**src/rtl/ddr3_init_seq.sv**
```systemverilog
// DDR3 power-up sequencer: RESET#/CKE bring-up, MR2/MR3/MR1/MR0 programming, ZQCL.
// All pin outputs are registered from the current state, so they lag the state by one cycle.
module ddr3_init_seq #(
    parameter int T_RESET  = 200,
    parameter int T_CKE    = 500,
    parameter int T_XPR    = 5,
    parameter int T_MRD    = 4,
    parameter int T_MOD    = 12,
    parameter int T_ZQINIT = 512,
    parameter int CNT_W    = 16
) (
    input  logic        clock,
    input  logic        reset,
    input  logic        start,
    input  logic [15:0] mr0,
    input  logic [15:0] mr1,
    input  logic [15:0] mr2,
    input  logic [15:0] mr3,
    output logic        ddr_rst_n,
    output logic        cke,
    output logic        cs_n,
    output logic        ras_n,
    output logic        cas_n,
    output logic        we_n,
    output logic [2:0]  ba,
    output logic [15:0] addr,
    output logic        busy,
    output logic        init_done
);

    typedef enum logic [3:0] {
        S_IDLE, S_RST, S_CKE, S_XPR, S_MRS, S_MRD, S_ZQ, S_ZQW, S_DONE
    } state_t;

    localparam logic [3:0] CMD_DES  = 4'b1111;
    localparam logic [3:0] CMD_NOP  = 4'b0111;
    localparam logic [3:0] CMD_MRS  = 4'b0000;
    localparam logic [3:0] CMD_ZQCL = 4'b0110;

    // Single-cycle issue states already account for one cycle of spacing,
    // hence the -2 loads for the waits that follow an issue.
    localparam logic [CNT_W-1:0] LD_RST = CNT_W'(T_RESET - 1);
    localparam logic [CNT_W-1:0] LD_CKE = CNT_W'(T_CKE - 1);
    localparam logic [CNT_W-1:0] LD_XPR = CNT_W'(T_XPR - 1);
    localparam logic [CNT_W-1:0] LD_MRD = CNT_W'(T_MRD - 2);
    localparam logic [CNT_W-1:0] LD_MOD = CNT_W'(T_MOD - 2);
    localparam logic [CNT_W-1:0] LD_ZQ  = CNT_W'(T_ZQINIT - 2);

    if (T_RESET < 1 || T_CKE < 1 || T_XPR < 1 || T_MRD < 1 || T_MOD < 1 || T_ZQINIT < 1)
    begin : g_param_min
        $error("ddr3_init_seq: all T_* parameters must be >= 1");
    end
    if (T_RESET > 2**CNT_W || T_CKE > 2**CNT_W || T_XPR > 2**CNT_W ||
        T_MRD > 2**CNT_W || T_MOD > 2**CNT_W || T_ZQINIT > 2**CNT_W)
    begin : g_param_width
        $error("ddr3_init_seq: CNT_W too narrow for T_* parameters");
    end

    state_t           state, state_nx;
    logic [CNT_W-1:0] cnt, cnt_nx;
    logic [1:0]       seq, seq_nx;
    logic             cnt_zero;

    logic        rst_n_nx, cke_nx, busy_nx, done_nx;
    logic [3:0]  cmd_nx;
    logic [2:0]  ba_nx;
    logic [15:0] addr_nx;
    logic [2:0]  mr_ba;
    logic [15:0] mr_sel;

    assign cnt_zero = (cnt == '0);

    // Programming order MR2, MR3, MR1, MR0 keyed by the sequence pointer.
    always_comb begin
        mr_ba  = 3'd0;
        mr_sel = mr0;
        case (seq)
            2'd0: begin mr_ba = 3'd2; mr_sel = mr2; end
            2'd1: begin mr_ba = 3'd3; mr_sel = mr3; end
            2'd2: begin mr_ba = 3'd1; mr_sel = mr1; end
            default: begin mr_ba = 3'd0; mr_sel = mr0; end
        endcase
    end

    always_ff @(posedge clock) begin
        if (reset) begin
            state     <= S_IDLE;
            cnt       <= '0;
            seq       <= 2'd0;
            ddr_rst_n <= 1'b0;
            cke       <= 1'b0;
            {cs_n, ras_n, cas_n, we_n} <= CMD_DES;
            ba        <= 3'd0;
            addr      <= 16'd0;
            busy      <= 1'b0;
            init_done <= 1'b0;
        end else begin
            state     <= state_nx;
            cnt       <= cnt_nx;
            seq       <= seq_nx;
            ddr_rst_n <= rst_n_nx;
            cke       <= cke_nx;
            {cs_n, ras_n, cas_n, we_n} <= cmd_nx;
            ba        <= ba_nx;
            addr      <= addr_nx;
            busy      <= busy_nx;
            init_done <= done_nx;
        end
    end

    always_comb begin
        state_nx = state;
        cnt_nx   = cnt_zero ? '0 : cnt - CNT_W'(1);
        seq_nx   = seq;
        rst_n_nx = 1'b0;
        cke_nx   = 1'b0;
        cmd_nx   = CMD_DES;
        ba_nx    = 3'd0;
        addr_nx  = 16'd0;
        busy_nx  = 1'b0;
        done_nx  = 1'b0;

        case (state)
            S_IDLE: begin
                if (start) begin
                    state_nx = S_RST;
                    cnt_nx   = LD_RST;
                    seq_nx   = 2'd0;
                end
            end
            S_RST: begin
                busy_nx = 1'b1;
                if (cnt_zero) begin
                    state_nx = S_CKE;
                    cnt_nx   = LD_CKE;
                end
            end
            S_CKE: begin
                rst_n_nx = 1'b1;
                busy_nx  = 1'b1;
                if (cnt_zero) begin
                    state_nx = S_XPR;
                    cnt_nx   = LD_XPR;
                end
            end
            S_XPR: begin
                rst_n_nx = 1'b1;
                cke_nx   = 1'b1;
                cmd_nx   = CMD_NOP;
                busy_nx  = 1'b1;
                if (cnt_zero) state_nx = S_MRS;
            end
            S_MRS: begin
                rst_n_nx = 1'b1;
                cke_nx   = 1'b1;
                cmd_nx   = CMD_MRS;
                ba_nx    = mr_ba;
                addr_nx  = mr_sel;
                busy_nx  = 1'b1;
                seq_nx   = seq + 2'd1;
                if (seq == 2'd3) begin
                    if (T_MOD > 1) begin
                        state_nx = S_MRD;
                        cnt_nx   = LD_MOD;
                    end else begin
                        state_nx = S_ZQ;
                    end
                end else if (T_MRD > 1) begin
                    state_nx = S_MRD;
                    cnt_nx   = LD_MRD;
                end
            end
            S_MRD: begin
                rst_n_nx = 1'b1;
                cke_nx   = 1'b1;
                cmd_nx   = CMD_NOP;
                busy_nx  = 1'b1;
                // Pointer has wrapped to 0 only after MR0 went out.
                if (cnt_zero) state_nx = (seq == 2'd0) ? S_ZQ : S_MRS;
            end
            S_ZQ: begin
                rst_n_nx = 1'b1;
                cke_nx   = 1'b1;
                cmd_nx   = CMD_ZQCL;
                addr_nx  = 16'h0400;
                busy_nx  = 1'b1;
                if (T_ZQINIT > 1) begin
                    state_nx = S_ZQW;
                    cnt_nx   = LD_ZQ;
                end else begin
                    state_nx = S_DONE;
                end
            end
            S_ZQW: begin
                rst_n_nx = 1'b1;
                cke_nx   = 1'b1;
                cmd_nx   = CMD_NOP;
                busy_nx  = 1'b1;
                if (cnt_zero) state_nx = S_DONE;
            end
            S_DONE: begin
                rst_n_nx = 1'b1;
                cke_nx   = 1'b1;
                cmd_nx   = CMD_NOP;
                done_nx  = 1'b1;
            end
            default: begin
                state_nx = S_IDLE;
                cnt_nx   = '0;
                seq_nx   = 2'd0;
            end
        endcase
    end

endmodule
```
**config.mk**
```make
export PLATFORM = sky130hd
export DESIGN_NAME = ddr3_init_seq
export DESIGN_NICKNAME = d
export VERILOG_FILES = /design/src/rtl/ddr3_init_seq.sv
export SDC_FILE = /design/constraint.sdc
export NUM_CORES = 1
export LEC_CHECK = 0
export CORE_ASPECT_RATIO = 1.75
export CORE_MARGIN = 2
export CORE_UTILIZATION = 46
export DETAILED_ROUTE_END_ITERATION = 8
export GPL_ROUTABILITY_DRIVEN = 0
export PLACE_DENSITY = 0.95
export SYNTH_ARGS = -nofsm -noshare
export SYNTH_HDL_FRONTEND = slang
export SYNTH_SLANG_ARGS = --single-unit
export TNS_END_PERCENT = 50
```
**constraint.sdc**
```tcl
create_clock -name clock -period 2.6 [get_ports clock]
set_input_delay 0.26 -clock clock [delete_from_list [all_inputs] [get_ports clock]]
set_output_delay 0.26 -clock clock [all_outputs]
set_load 0.005 [all_outputs]
```
# After elaboration in Yosys (flattened, before gate mapping)
# Cells that the tools add are included.
# totals
ff_bits	49
out_inout_bits	27
input_bits	67
# classes
muxes	24
n_eq_ne	17
reduce_logical	11
bitwise_logic	3
n_addsub	2
# op_table
cell	count
$pmux 16 s6	1
$mux 16	4
$pmux 16 s3	1
$pmux 4 s9	1
$pmux 16 s2	1
$mux 4	7
$reduce_or 7->1	3
$eq 4x3->1 const B	4
$logic_not 16->1	1
$sub 16x1->16 const B	1
$ne 2x2->1 const B	6
$pmux 2 s3	2
$pmux 4 s3	1
$eq 4x2->1 const B	2
$reduce_and 7->1	1
$reduce_or 6->1	1
$eq 2x2->1 const B	2
$eq 4x1->1 const B	1
$eq 4x4->1 const B	1
$logic_not 4->1	1
$mux 1	4
$mux 2	2
$reduce_or 4->1	1
$not 1->1	3
5 further kinds	5

# Longest topological paths before layout
# Gate-level depths: netlist of run 1.
# logic_depth
ltp_word	4
ltp_mapped	8
depth_no_buf	6

# Worst setup path before layout of run 1
# OpenSTA, ideal clock, no wires.
# synth_path
path_kind	reg-to-reg
start	reg cnt[0]
end	reg state[3]
path_slack_ns	0.957
synth_period_minus_slack_ns	1.643
setup_ns	0.070
t_arrival_ns	1.573
stages_incl_launch_ff	7
t_required_ns	2.530
path_cell_list	dfxtp_1 inv_1 ha_1 nor4b_1 nand4_2 or4_1 a21oi_1
# synth_between
elab_chain_len	3
# synth_lines
item	line_no	source
from (decl)	60	logic [CNT_W-1:0] cnt, cnt_nx;
from (signal assigned)	99	cnt <= cnt_nx;
$logic_not 16->1 (*)	71	assign cnt_zero = (cnt == '0);
$ne 2x2->1 (no source line)	-	
$reduce_and 7->1 (no source line) (*)	-	
to (signal assigned)	98	state <= state_nx;
to (decl)	59	state_t state, state_nx;
# Mark *: on every way between the ends. The rest lies on a longest branch, timed or not.
# A chain may end at the register's enable or synchronous reset.

# Final worst setup path of run 1
# Same ends and word-level chain as after synthesis.

==> results.yml, run 1 <==
logic_synthesis:
  synth_top_cell_by_area: "dfxtp_1"
  synth_fp_nets: 343
  synthesized_netlist_cell_count: 269
  synth-seq-cells: 47
  async_flop_share_pct: 0
  yosys.cell_count.top_type: "nor2_1"
  synth_seq_area_share_pct: 40.8
  synth_cell_types: 55
  mappedNetlistArea_mm2: 0.00231
  syn_area_per_cell_um2: 8.58
  synth_edf_count: 0
  netlist_top_cells_area: "dfxtp_1 (41%), nor2_1 (8.3%), a222oi_1 (6.9%)"
  synthTopCellsByCount: "nor2_1 (51), dfxtp_1 (47), a21oi_1 (25), a222oi_1 (16), clkbuf_1 (11)"
  synth_top_area_share_pct: 40.8
  synth_top_flop_cell: "dfxtp_1"
  synth.yosys.warnings: 0
setup_path:
  regToRegSetupSlack_ns: 0.54
  crit_chain: "inv_1 > ha_1 > nor4b_1 > nand4_2 > or4_1 > a21oi_1"
  critical-path-top-delay-family: "simple AND/OR/NAND/NOR gates"
  path_buf_inv: 1
  timing.reg2reg.worst_path_depth: 6
  critical_path.max_stage_delay_ns: 0.56
  cp_slowest_cell: "or4_1"
  cp.arrival_ns: 2.30
  setup.worst_path.end_class: "flop"
  setup.worst_path.start_class: "flop"
  cp_data_required_time_ns: 2.84
  timing_worst_setup_path_type: "reg -> reg"
  critical_path.reg2reg.endpoint: "state[3]"
  r2r_start: "cnt[0]"
  crit_fanout: 12
drt:
  route.antenna.remaining_nets: 0
  via_per_inst: 5.89
  first_iter_violations: 151
  drt_drc_violations_left: 0
  wl_per_cell_um: 16.1
  totalWireLength_um: 6510
  num_vias: 2387
  drt_pass1_iterations: 5
clock_network:
  cts_tree: "done"
  ctsRootBufferMaster: "clkbuf_8"
  ctsHoldBuffers: 0
  htree_num_levels: 2
  worst_setup_hold_path_clk_slew_ns: 0.08
  tritoncts.num_buffers: 5
  cts_repair_resize_count: 0
  ctsLongestPathBuffers: 2
  numClockSinks: 47
  postCtsSetupBuffers: 0
  clk_latency_ns: 0.30
min_path:
  timing.hold.worst_path_depth: 2
  worstHoldPathType: "reg -> reg"
  hold_start: "cnt[15]"
  hold-path-endpoint: "cnt[15]"
cells_and_area:
  filler_cell_count: 354
  nNetsFinal: 424
  areaGrowthSynthToFinish_pct: 43.4
  antenna-diode-count: 0
  share_of_layout_cells_above_drive_strength_1_pct: 5.70
placed_design:
  dp.final_hpwl_um: 4880
  port_buffers: 92
power_and_ir_drop:
  power_per_cell_area_mw_per_mm2: 703
  comb_power_share_pct: 37.9
  peakVddDrop_uv: 481
  share_seq_of_total_power_pct: 41.4
  power.switching_uw: 849
  power_report.internal_total_uw: 1480
  clockPowerShare_pct: 20.7
  cellLeakagePower_uw: 0.00127
  power_switching_share_pct: 36.5
global_route:
  grt_overflow: 0
  grtUsageTotal_pct: 23.0
  antenna_found_initial: 0
  grt_pass1_vias: 2360
  wire_length_of_the_first_global_routing_pass_um: 10300
  grt_max_degree: 19
timing:
  worst_pin_slew_ns: 0.710
  final-hold-violation-count: 0
  period_share_pct: 79.3
  fmax_mhz: 485
  timing_max_transition_violations_final: 0
  finalCriticalPeriod_ns: 2.06
  relative_max_transition_margin_pct: 52.7
  final.hold.worst_slack_ns: 0.508
  rsz0062_at_grt: "no"
  tns_ns: 0
  fin_skew_ns: 0.00545
  report.final.setup_viol: 0
die:
  floorplan_die_area_mm2: 0.00562
  top_level_ports: 94
  die_x_um: 57.6
  core_mm2: 0.00489
  start_util_pct: 47.2
  num_rows: 34
  die_h_um: 97.7
run_status:
  run_status: "finished clean"
flow_run:
  max-cap-violations: 0
==> sequential cells by signal, summed over array words and instances, names as in the netlist <==
register,count
init_done,1
ddr_rst_n,1
seq,2
cs_n,1
ras_n,1
addr,16
cke,1
cnt,16
busy,1
we_n,1
state,4
ba,2
==> how the worst max path moves through the flow <==
| stage | startpoint | endpoint | depth (start not counted) |
|---|---|---|---|
| after detailed placement | cnt[0] | state[3] | 6 |
| after floorplan | cnt[0] | state[3] | 6 |
| after CTS | cnt[0] | state[3] | 6 |
| after global routing | cnt[0] | state[3] | 6 |
| after global placement | cnt[0] | state[3] | 6 |
| final | cnt[0] | state[3] | 6 |
==> stage by stage <==
step	worst slack, ns	cells	power, uW	cell area [um^2]	utilization, %
floorplan	0.957	269	1590	2310	-
global route	0.399	405	2440	3310	67.6
detailed placement	0.568	397	1830	3210	65.6
global placement	0.680	397	1780	3210	65.6
finish	0.539	405	2330	3310	67.6
CTS	0.546	405	2310	3310	67.6
==> logic make-up (layout without fill, tap and decap cells) <==
| kind of cell | Yosys count | count (layout) | share of synthesized area, % |
|---|---|---|---|
| other cells | 1 | 1 | 0.162 |
| fa+ha+maj | 7 | 7 | 3.79 |
| mux | 2 | 2 | 0.921 |
| xor+xnor | 6 | 6 | 2.28 |
| simple gates | 99 | 99 | 22.7 |
| buf+inv | 30 | 112 | 6.23 |
| compound gates | 77 | 77 | 23.1 |
| flops | 47 | 47 | 40.8 |
==> power by group through the flow <==
| stage | Combinational, uW | Clock, uW | Sequential (uW) |
|---|---|---|---|
| 2_1_floorplan | 659 | 0 | 933 |
| 3_3_place_gp | 820 | 0 | 958 |
| 3_5_place_dp | 864 | 0 | 971 |
| 4_1_cts | 870 | 483 | 959 |
| 5_1_grt | 963 | 503 | 977 |
| 6_report | 882 | 481 | 963 |
==> cells in the final DEF (no fill, tap or decap), types with 5 or more instances in the layout <==
cell	netlist	final
xor2_1	5	5
dfxtp_1	47	47
nand2_1	8	8
o21ai_1	7	7
inv_1	8	8
clkdlybuf4s50_1	0	92
a222oi_1	16	16
clkbuf_8	0	7
nor2_1	51	51
a21oi_1	25	25
nor3_1	5	5
o21ai_0	6	6
ha_1	7	7
==> per-layer routing <==
layer  track usage [%]  routed length [um]  share of wire (%)
met3              4.13                 434                6.7
met4              14.0                 287                4.4
met1              21.8                2250                 35
met5                 0                   0                  0
met2              43.1                3530                 54
==> worst min-delay path: cells and delay by family, from the launching register on <==
family | cells | cell delay [ns]
flops | 1 | 0.33
compound gates | 2 | 0.14
==> area by class of cell <==
| cell class | instances | area, um^2 | area share [%] |
|---|---|---|---|
| Tap cell | 54 | 67.6 | 2.04 |
| Inverter | 9 | 33.8 | 1.02 |
| Sequential cell | 47 | 941 | 28.4 |
| Multi-Input combinational cell | 192 | 1220 | 37.0 |
| Clock buffer | 8 | 100 | 3.02 |
| Timing Repair Buffer | 95 | 943 | 28.5 |
No activity file was read; power rests on OpenSTA's default activity.
==> inputs of run 2 (changes only) <==
--- a/config.mk
+++ b/config.mk
@@ -7,10 +7,10 @@
 export LEC_CHECK = 0
 export CORE_ASPECT_RATIO = 1.75
 export CORE_MARGIN = 2
-export CORE_UTILIZATION = 46
+export CORE_UTILIZATION = 43
 export DETAILED_ROUTE_END_ITERATION = 8
 export GPL_ROUTABILITY_DRIVEN = 0
-export PLACE_DENSITY = 0.95
+export PLACE_DENSITY = 0.9
 export SYNTH_ARGS = -nofsm -noshare
 export SYNTH_HDL_FRONTEND = slang
 export SYNTH_SLANG_ARGS = --single-unit
==> constraint.sdc (replaced) <==
create_clock -name clock -period 1.97 [get_ports clock]
set_input_delay 0.197 -clock clock [delete_from_list [all_inputs] [get_ports clock]]
set_output_delay 0.197 -clock clock [all_outputs]
set_load 0.005 [all_outputs]
==> results.yml, run 2 (synthesized netlist as in run 1, its figures left out) <==
global_route:
  antenna_found_initial: 0
  grtUsageTotal_pct: 21.1
  grt-busiest-layer: "met2"
  wire_length_of_the_first_global_routing_pass_um: 9880
  met1_usage_pct: 20.6
  global_route_met2_usage_pct: 39.7
  grtUsageMet3_pct: 3.59
  grt_pass1_vias: 2295
  grt_max_degree: 19
  grt_overflow: 0
min_path:
  hold-path-endpoint: "addr[0]"
  hold_start: "mr0[0]"
  timing.hold.worst_path_depth: 3
  worstHoldPathType: "in -> reg"
clock_network:
  worst_setup_hold_path_clk_slew_ns: 0.08
  ctsHoldBuffers: 0
  numClockSinks: 47
  cts_tree: "done"
  ctsRootBufferMaster: "clkbuf_8"
  htree_num_levels: 2
  ctsLongestPathBuffers: 2
  tritoncts.num_buffers: 5
  clk_latency_ns: 0.30
timing:
  fin_skew_ns: 0.00453
  worst_pin_slew_ns: 0.711
  timing_max_transition_violations_final: 0
  rsz0062_at_grt: "no"
  fmax_mhz: 549
  period_share_pct: 92.5
  relative_max_transition_margin_pct: 52.6
  final-hold-violation-count: 0
  report.final.setup_viol: 0
  tns_ns: 0
  finalCriticalPeriod_ns: 1.82
setup_path:
  path_buf_inv: 1
  r2r_start: "seq[1]"
  setup.worst_path.start_class: "flop"
  crit_path_frequent_cell: "nor2_1"
  crit_chain: "inv_1 > ha_1 > a222oi_1 > nor2_1 > a21oi_1 > nor2_1"
  worst-path-stages: 6
  regToRegSetupSlack_ns: 0.15
  critical_path.reg2reg.endpoint: "addr[4]"
  cp_slowest_cell: "a222oi_1"
  critical_path.max_stage_delay_ns: 0.51
  timing_worst_setup_path_type: "reg -> reg"
  setup.worst_path.end_class: "flop"
  timing.reg2reg.worst_path_depth: 6
  critical-path-top-delay-family: "compound AO/OA/AOI/OAI gates"
  cp.arrival_ns: 2.02
  crit_fanout: 17
  cp_data_required_time_ns: 2.17
drt:
  first_iter_violations: 138
  drt_pass1_iterations: 5
  route.antenna.remaining_nets: 0
  totalWireLength_um: 6560
  via_per_inst: 5.68
  drt_drc_violations_left: 0
  wl_per_cell_um: 15.9
  num_vias: 2340
die:
  die_x_um: 59.4
  floorplan_die_area_mm2: 0.00599
  top_level_ports: 94
  num_rows: 35
  core_mm2: 0.00521
  die_h_um: 101
  start_util_pct: 44.3
placed_design:
  port_buffers: 92
  dp.final_hpwl_um: 5010
cells_and_area:
  mostFrequentLayoutCell: "clkdlybuf4s50_1"
  regs_by_ff_count: "addr: 16 flops, cnt: 16 flops, state: 4 flops"
  areaGrowthSynthToFinish_pct: 46.1
  layout_common_cells: "clkdlybuf4s50_1 (92), nor2_1 (51), dfxtp_1 (47)"
  share_of_layout_cells_above_drive_strength_1_pct: 7.56
  nNetsFinal: 431
  antenna-diode-count: 0
run_status:
  run_status: "finished clean"
power_and_ir_drop:
  report.power.total_uw: 3140
  peakVddDrop_uv: 639
  cellLeakagePower_uw: 0.00131
  power_per_cell_area_mw_per_mm2: 932
flow_run:
  max-cap-violations: 0
==> run 2: worst max-delay path by stage <==
stage           start  endpoint  slack (ns)
2_1_floorplan  cnt[0]  state[3]        0.33
5_1_grt        cnt[3]  state[0]       0.007
3_5_place_dp   cnt[0]  state[0]         0.1
3_3_place_gp   cnt[0]  state[3]        0.22
6_report       seq[1]   addr[4]        0.15
4_1_cts        cnt[0]  state[0]        0.10
==> run 2: worst reg2reg max path: cells and delay by family, from the launching register on <==
family	cells	cell delay (ns)
adder cells (fa/ha/maj)	1	0.43
AO/OA/AOI/OAI	2	0.65
AND/OR/NAND/NOR	2	0.13
buffers and inverters	1	0.08
flip-flops	1	0.42
==> run 2: metal layers <==
layer | vias up | part of all wire (%)
met4 | 0 | 4.0
met1 | 1061 | 36
li1 | 1160 | -
met5 | - | 0
met2 | 99 | 53
met3 | 20 | 7.3
==> run 2: report_power, final <==
part | switching (uW) | total (uW) | internal, uW
logic | 611 | 1190 | 583
clock network | 314 | 686 | 372
registers | 180 | 1260 | 1080
total | 1110 | 3140 | 2040
==> run 2: timing repair <==
action                     4_1_cts  5_1_grt
gates resized for setup          0        1
setup endpoints to repair        0        9
setup buffers                    0        0
==> run 2: final cells by class <==
| cell class | count | area [um^2] |
|---|---|---|
| clock buffers | 6 | 72.6 |
| fillers | 428 | 1840 |
| flip-flops and latches | 47 | 941 |
| multi-input cells | 192 | 1230 |
| clock inverters | 1 | 30.0 |
| repair buffers | 102 | 996 |
| inverters | 9 | 33.8 |
| well taps | 55 | 68.8 |
==> run 2: through the flow <==
step / area (um^2) / hold slack, ns / instances / setup slack (ns) / util, %
after global routing: 3370 / 0.520 / 412 / 0.00665 / 64.7
after CTS: 3370 / 0.493 / 412 / 0.103 / 64.6
after detailed placement: 3260 / 0.480 / 405 / 0.0979 / 62.6
after global placement: 3260 / 0.472 / 405 / 0.220 / 62.6
final: 3370 / 0.506 / 412 / 0.148 / 64.7
after floorplan: 2310 / 0.340 / 269 / 0.327 / -
==> inputs of run 3 (changes only) <==
==> constraint.sdc (replaced) <==
create_clock -name clock -period 1.97 [get_ports clock]
set_input_delay 0.197 -clock clock [delete_from_list [all_inputs] [get_ports clock]]
set_output_delay 0.197 -clock clock [all_outputs]
set_load 0.1 [all_outputs]
==> results.yml, run 3 (synthesized netlist as in run 1, its figures left out) <==
clock_network:
  worst_setup_hold_path_clk_slew_ns: 0.09
  tritoncts.num_buffers: 5
  numClockSinks: 47
  ctsLongestPathBuffers: 2
  cts_tree: "done"
  ctsHoldBuffers: 0
  cts_repair_resize_count: 0
  clk_latency_ns: 0.30
  ctsRootBufferMaster: "clkbuf_8"
  postCtsSetupBuffers: 0
  htree_num_levels: 2
setup_path:
  timing.critical_path.to: "cnt[6]"
  worst_setup_path_startpoint: "cnt[0]"
  setup.worst_path.end_class: "flop"
  cp_data_required_time_ns: 2.14
  setup.worst_path.start_class: "flop"
  r2r_start: "cnt[0]"
  crit_fanout: 9
  cp.arrival_ns: 2.01
  critical_path.reg2reg.endpoint: "cnt[6]"
  timing.reg2reg.worst_path_depth: 6
  timing_worst_setup_path_type: "reg -> reg"
  regToRegSetupSlack_ns: 0.13
timing:
  rsz0062_at_grt: "no"
  tns_ns: 0
  report.final.setup_viol: 0
  period_share_pct: 93.4
  timing_max_transition_violations_final: 0
  fin_skew_ns: 0.00828
  fmax_mhz: 544
  relative_max_transition_margin_pct: 53.0
  worst_pin_slew_ns: 0.704
  finalCriticalPeriod_ns: 1.84
  final-hold-violation-count: 0
die:
  num_rows: 35
  die_x_um: 59.4
  die_h_um: 101
  start_util_pct: 44.3
  top_level_ports: 94
  core_mm2: 0.00521
  floorplan_die_area_mm2: 0.00599
power_and_ir_drop:
  power_per_cell_area_mw_per_mm2: 936
  peakVddDrop_uv: 739
  comb_power_share_pct: 40.3
  share_seq_of_total_power_pct: 40.9
  power_switching_share_pct: 37.9
  power.switching_uw: 1170
  clockPowerShare_pct: 18.8
  cellLeakagePower_uw: 0.00135
  power_report.internal_total_uw: 1910
  report.power.total_uw: 3080
drt:
  num_vias: 2374
  drt_drc_violations_left: 0
  drt_pass1_iterations: 8
  totalWireLength_um: 6420
  via_per_inst: 5.75
  first_iter_violations: 146
  route.antenna.remaining_nets: 0
  wl_per_cell_um: 15.5
min_path:
  worstHoldPathType: "reg -> reg"
global_route:
  grt_pass1_vias: 2194
  grt_max_degree: 19
  wire_length_of_the_first_global_routing_pass_um: 9630
  grtUsageTotal_pct: 20.5
  antenna_found_initial: 0
  grt_overflow: 0
cells_and_area:
  antenna-diode-count: 0
  areaGrowthSynthToFinish_pct: 42.6
  layout_common_cells: "clkdlybuf4s50_1 (66), nor2_1 (51), dfxtp_1 (47)"
  mostFrequentLayoutCell: "clkdlybuf4s50_1"
  finalNonFillerCells: 413
  share_of_layout_cells_above_drive_strength_1_pct: 15.4
  nNetsFinal: 431
  regs_by_ff_count: "addr: 16 flops, cnt: 16 flops, state: 4 flops"
placed_design:
  port_buffers: 92
  dp.final_hpwl_um: 4900
  dpl.cell_count: 405
flow_run:
  max-cap-violations: 0
run_status:
  run_status: "finished clean"
## run 3: final cells by class
class                   instances  area [um^2]
well taps                      55         68.8
fillers                       431         1920
inverters                       9         33.8
clock inverters                 3         18.8
repair buffers                102          931
clock buffers                   5         68.8
flip-flops and latches         47          941
multi-input cells             192         1230
## run 3: how the worst min path moves through the flow
stage	cells after the start	slack (ns)	endpoint	from
CTS	2	0.50	cnt[15]	cnt[15]
finish	2	0.51	cnt[15]	cnt[15]
global route	3	0.51	addr[0]	mr0[0]
floorplan	2	0.34	addr[0]	mr0[0]
global placement	2	0.47	cnt[15]	cnt[15]
detailed placement	2	0.48	cnt[15]	cnt[15]
## run 3: per-stage QoR
step,hold WS (ns),cell area (um^2),setup WS [ns],util [%]
3_5_place_dp,0.482,3200,0.0867,61.4
5_1_grt,0.513,3290,0.0595,63.2
3_3_place_gp,0.473,3200,0.201,61.4
2_1_floorplan,0.340,2310,0.327,-
4_1_cts,0.495,3290,0.0617,63.0
6_report,0.509,3290,0.131,63.2
## run 3: worst max-delay path: stages, from the launching register on
cell	delay, ns
dfxtp_1	0.36
inv_1	0.08
ha_1	0.20
nor4b_2	0.17
and4_1	0.31
a2111oi_0	0.47
o21ai_1	0.13
## run 3: power by group through the flow
stage               Clock, uW  Sequential (uW)  Combinational [uW]
floorplan                   0             1280                 878
global placement            0             1270                1190
detailed placement          0             1280                1230
CTS                       599             1250                1240
global route              638             1280                1350
finish                    579             1260                1240
## run 3: routing by layer
metal / up-vias / global-route usage (%) / wire length, um
met3: 13 / 3.08 / 528
met2: 103 / 40.3 / 3480
met1: 1097 / 20.1 / 2250
met5: - / 0 / 0
met4: 0 / 8.22 / 158
li1: 1161 / - / -
==> RTL change 1: new RTL, config.mk and constraints of run 2 <==
Change the parameter `CNT_W` from 16 to 15.
--- a/src/rtl/ddr3_init_seq.sv
+++ b/src/rtl/ddr3_init_seq.sv
@@ -9,3 +9,3 @@
     parameter int T_ZQINIT = 512,
-    parameter int CNT_W    = 16
+    parameter int CNT_W    = 15
 ) (
Formal check against the unedited RTL: no difference found for any inputs over 10 cycles, from zero or initial values and one cycle with reset high; that may be too few to reach the edited logic, so the function may still have changed.
==> RTL change 1 against run 2 <==
The flow now finishes with violations (design-rule violations); synthesized cell count is 0.37% lower; hold slack worse by 0.044 ns; cell area is 0.45% higher; worst setup slack better by 0.044 ns; sequential cell count is 1 lower; synthesized area is 2.0% lower; routed wire length is 2.7% higher; power hardly changed.
==> RTL change 1: results (changes against run 2) <==
stage,metric,value,unit,change
global_route,grt met2 use,43.7,%,+3.9 points
outcome,status,finished with violations,,
synthesis,"Avg Cell Area, Syn",8.45,sq um,-1.6%
clock_network,post_cts resized,0,,unchanged
drt,DR iter-0 viols,144,,+4.3%
global_route,met3 usage,5.28,%,+1.7 points
global_route,GR Layer Usage met1,23.0,%,+2.4 points
setup_path,crit-path max cell delay,0.42,ns,-0.09 ns
clock_network,clk buf depth,2,,unchanged
final_layout,ANT cells,0,,unchanged
setup_path,critical path's slowest cell,ha_1,,
synthesis,"Seq/Total Area, Yosys",40.7,%,-0.073 points
hold_path,Hold Path Depth,2,,-1
sta,Slew @ Worst Pin,0.729,ns,+0.0176 ns
final_layout,final cell count without fillers,415,,+0.73%
drt,drt drc,15,,+15
clock_network,hold buffer count at CTS,0,,unchanged
outcome,violated checks,design-rule violations,,
pwr,Max VDD drop,709,uV,+11%
global_route,global-route usage over all layers,23.2,%,+2.2 points
sta,Clock Skew,0.00545,ns,+0.000924 ns
drt,Initial DRT Pass Iterations,7,,+2
pwr,NetSw,0.00103,W,-6.8%
synthesis,commonest cells in the synthesized netlist,"48 x nor2_1, 46 x dfxtp_1, 28 x a21oi_1",,
setup_path,worst-path fanout max,17,,unchanged
global_route,initial antenna violation count,0,,unchanged
global_route,first-pass GRT wire length,10600,um,+7.1%
hold_path,Hold Crit Class,flip-flop to flip-flop,,
place,DP Area,3240,sq um,-0.69%
pwr,leak pwr,1.34,nW,+2.4%
clock_network,Num CTS Buffers,5,,unchanged
synthesis,synth top area cells,"dfxtp_1 41%, nor2_1 8.0%, a222oi_1 7.1%",,
clock_network,htree depth,2,,unchanged
setup_path,R2R depth,6,,unchanged
drt,DR vias/cell,5.71,,+0.55%
synthesis,synthesized net count,341,,-0.58%
synthesis,synth unique cells,49,,-11%
drt,WL final,6740,um,+2.7%
place,Final HPWL DP,5100,um,+1.9%
synthesis,ys async rst share,0,%,unchanged
global_route,vias in the first global route,2324,,+1.3%
place,placed cells,407,,+0.49%
place,DP Worst Slack,0.0306,ns,-0.0673 ns
global_route,largest net degree at the start of global routing,23,,+4
setup_path,CP Data Arrival Time,1.98,ns,-0.04 ns
final_layout,Post-layout nets,432,,+0.23%
final_layout,Top Registers,"addr (16), cnt (15), state (4)",,
place,PortBufs,92,,unchanged
final_layout,layout cells sized above 1,8.89,%,+1.3 points
-- RTL change 1: per-stage QoR --
stage          power, W  hold slack [ns]
6_report        0.00314            0.463
3_3_place_gp    0.00222            0.423
5_1_grt         0.00331            0.469
3_5_place_dp    0.00227            0.431
2_1_floorplan   0.00188            0.340
4_1_cts         0.00311            0.443
-- RTL change 1: per-layer routing --
metal	vias to the layer above	wire (um)
met5	-	0
met4	0	175
met3	15	572
met2	112	3650
met1	1093	2340
li1	1150	-
-- RTL change 1: worst max-delay path, delay by kind of cell (launching register included) --
family / cells / cell delay, ns
flops: 1 / 0.41
compound gates: 2 / 0.61
buf+inv: 1 / 0.08
simple gates: 2 / 0.13
fa+ha+maj: 1 / 0.42
-- RTL change 1: worst paths after layout --
path,start,endpoint,slack [ns]
min reg2reg,cnt[14],cnt[14],0.46
max,seq[1],addr[12],0.19
min,cnt[14],cnt[14],0.46
max reg2reg,seq[1],addr[12],0.19
-- RTL change 1: area by class of cell --
type,instances,area (sq um)
timing repair buffer,105,1020
multi-input combinational,192,1210
clock buffer,5,68.8
inverter,9,33.8
fill,409,1780
clock inverter,3,68.8
sequential,46,921
tap,55,68.8
-- RTL change 1: power groups by stage --
stage	combinational (W)	sequential, W	clock (W)
finish	0.00107	0.00121	0.000859
floorplan	0.000715	0.00117	0
global placement	0.00101	0.00121	0
detailed placement	0.00105	0.00122	0
global route	0.00119	0.00123	0.000896
CTS	0.00106	0.00120	0.000858
-- RTL change 1: cells by family after synthesis --
group                    share of synthesized area (%)
AO/OA/AOI/OAI                                     20.6
XOR/XNOR                                          3.87
adder cells (fa/ha/maj)                           3.32
buffers and inverters                             6.36
flip-flops                                        40.7
multiplexers                                     0.940
other                                            0.166
AND/OR/NAND/NOR                                   24.1
==> RTL change 2: new RTL, config.mk and constraints of run 2 <==
Without the edit above. `addr` no longer has a reset.
--- a/src/rtl/ddr3_init_seq.sv
+++ b/src/rtl/ddr3_init_seq.sv
@@ -93,3 +93,2 @@
             ba        <= 3'd0;
-            addr      <= 16'd0;
             busy      <= 1'b0;
@@ -104,3 +103,2 @@
             ba        <= ba_nx;
-            addr      <= addr_nx;
             busy      <= busy_nx;
@@ -108,2 +106,6 @@
         end
+    end
+
+    always_ff @(posedge clock) begin
+        addr <= addr_nx;
     end
Function: no difference found for any inputs over 10 cycles, from zero or initial values and one cycle with reset high; that may be too few to reach the edited logic, so the function may still have changed.
==> RTL change 2 against run 2 <==
Cell count grew 4.9%; worst setup slack lost 0.18 ns; synthesized area shrank 1.4%; the run now ends with negative setup slack left; critical path depth shrank 1; routed wire length grew 5.1%; power grew 20%; cell area grew 7.9%; highest routed layer unchanged; critical endpoint is now cnt[13]; largest cell class unchanged; combinational power grew 41%; die area shrank 1.3%; sequential cell count is the same.
==> RTL change 2: results (changes against run 2) <==
stage,metric,value,unit,change
outcome,status,finished with violations,,
outcome,violated checks,negative setup slack,,
synthesis,Synth Area in Compound Gates,24.3,%,+1.2 points
synthesis,Synth Area in Adders,3.85,%,+0.052 points
final_layout,Post-layout nets,450,,+4.4%
synthesis,synth top area cells,"dfxtp_1 41%, nor2_1 7.4%, a222oi_1 7.0%",,
pwr,leak pwr,1.44,nW,+10%
synthesis,synth unique cells,51,,-7.3%
sta,final worst slack,-0.0298,ns,-0.178 ns
global_route,first-pass GRT wire length,10900,um,+10%
global_route,met3 usage,5.67,%,+2.1 points
global_route,vias in the first global route,2447,,+6.6%
global_route,global-route usage over all layers,23.8,%,+2.7 points
synthesis,commonest cells in the synthesized netlist,"47 x dfxtp_1, 45 x nor2_1, 26 x a21oi_1",,
drt,DR iter-0 viols,105,,-24%
final_layout,fill count,367,,-14%
place,placed cells,418,,+3.2%
global_route,largest net degree at the start of global routing,33,,+14
setup_path,R2R depth,5,,-1
setup_path,worst-path fanout max,6,,-11
hold_path,HP Start,mr0[11],,
final_layout,final cell count without fillers,432,,+4.9%
sta,final setup fails,5,,+5
synthesis,synthesized net count,345,,+0.58%
synthesis,"Seq/Total Area, Yosys",41.3,%,+0.56 points
setup_path,worst r2r dst,cnt[13],,
pwr,Max VDD drop,450,uV,-30%
drt,DR vias/cell,5.71,,+0.59%
setup_path,Worst R2R Start,cnt[2],,
pwr,Total Power,0.00377,W,+20%
global_route,grt met2 use,45.5,%,+5.7 points
synthesis,xor/xnor cell area share of the yosys netlist,1.54,%,-0.74 points
[RTL change 2: cell types whose count changed in the layout (fill, tap and decap cells not counted), sizes merged, moves of 3 or more]
cell / run 2 / this run
buf: 10 / 30
nand2: 8 / 3
nand3: 5 / 2
nor2: 51 / 45
nor2b: 4 / 1
nor3: 6 / 12
xnor2: 1 / 4
xor2: 5 / 0
[RTL change 2: final cells by class]
type	instances	area (sq um)	share of cell area [%]
inverters	10	37.5	1.03
repair buffers	122	1160	31.8
flip-flops and latches	47	946	26.0
clock inverters	3	67.6	1.86
well taps	55	68.8	1.89
clock buffers	5	68.8	1.89
multi-input cells	190	1290	35.5
[RTL change 2: worst max-delay path by stage]
stage | endpoint | slack, ns | from | cells past startpoint
after floorplan | cnt[15] | -0.22 | cnt[0] | 6
after global placement | cnt[14] | 0.007 | cnt[7] | 4
after detailed placement | cnt[12] | -0.08 | cnt[1] | 6
after CTS | cnt[13] | -0.02 | cnt[2] | 5
after global routing | cnt[12] | -0.08 | cnt[7] | 5
final | cnt[13] | -0.03 | cnt[2] | 5
[RTL change 2: power by group]
| part | internal [W] | switching, W |
|---|---|---|
| clock network | 0.000506 | 0.000333 |
| registers | 0.00109 | 0.000160 |
| logic | 0.000924 | 0.000755 |
[RTL change 2: repair_timing]
item                                   in CTS  in global routing
gates resized for setup                    10                 13
gates cloned                                0                  0
setup endpoints to repair                   5                 10
endpoints found under the hold margin       0                  0
setup buffers                               5                  2
pin swaps                                   9                  8
[RTL change 2: stage by stage]
stage	setup slack, ns	hold slack, ns
3_5_place_dp	-0.0757	0.486
4_1_cts	-0.0230	0.496
3_3_place_gp	0.00741	0.467
6_report	-0.0298	0.502
5_1_grt	-0.0779	0.525
2_1_floorplan	-0.216	0.340
[RTL change 2: cells by family after synthesis]
logic type,count (synthesis)
buffers and inverters,34
and+or+nand+nor,96
other,1
AOI/OAI and AO/OA,80
xor gates and xnor gates,4
muxes,2
DFF,47
adders and majority gates,7
[RTL change 2: critical path, stage by stage (launching register included)]
cell and delay [ns]:
dfxtp_2 0.33, or4_4 0.53, or4_4 0.50, buf_6 0.14, or3_4 0.33, a21oi_2 0.11
[RTL change 2: routing by layer]
metal | part of all wire, % | routed length (um)
met2 | 56 | 3890
met5 | 0 | 0
met4 | 3.0 | 206
met3 | 6.2 | 424
met1 | 34 | 2380
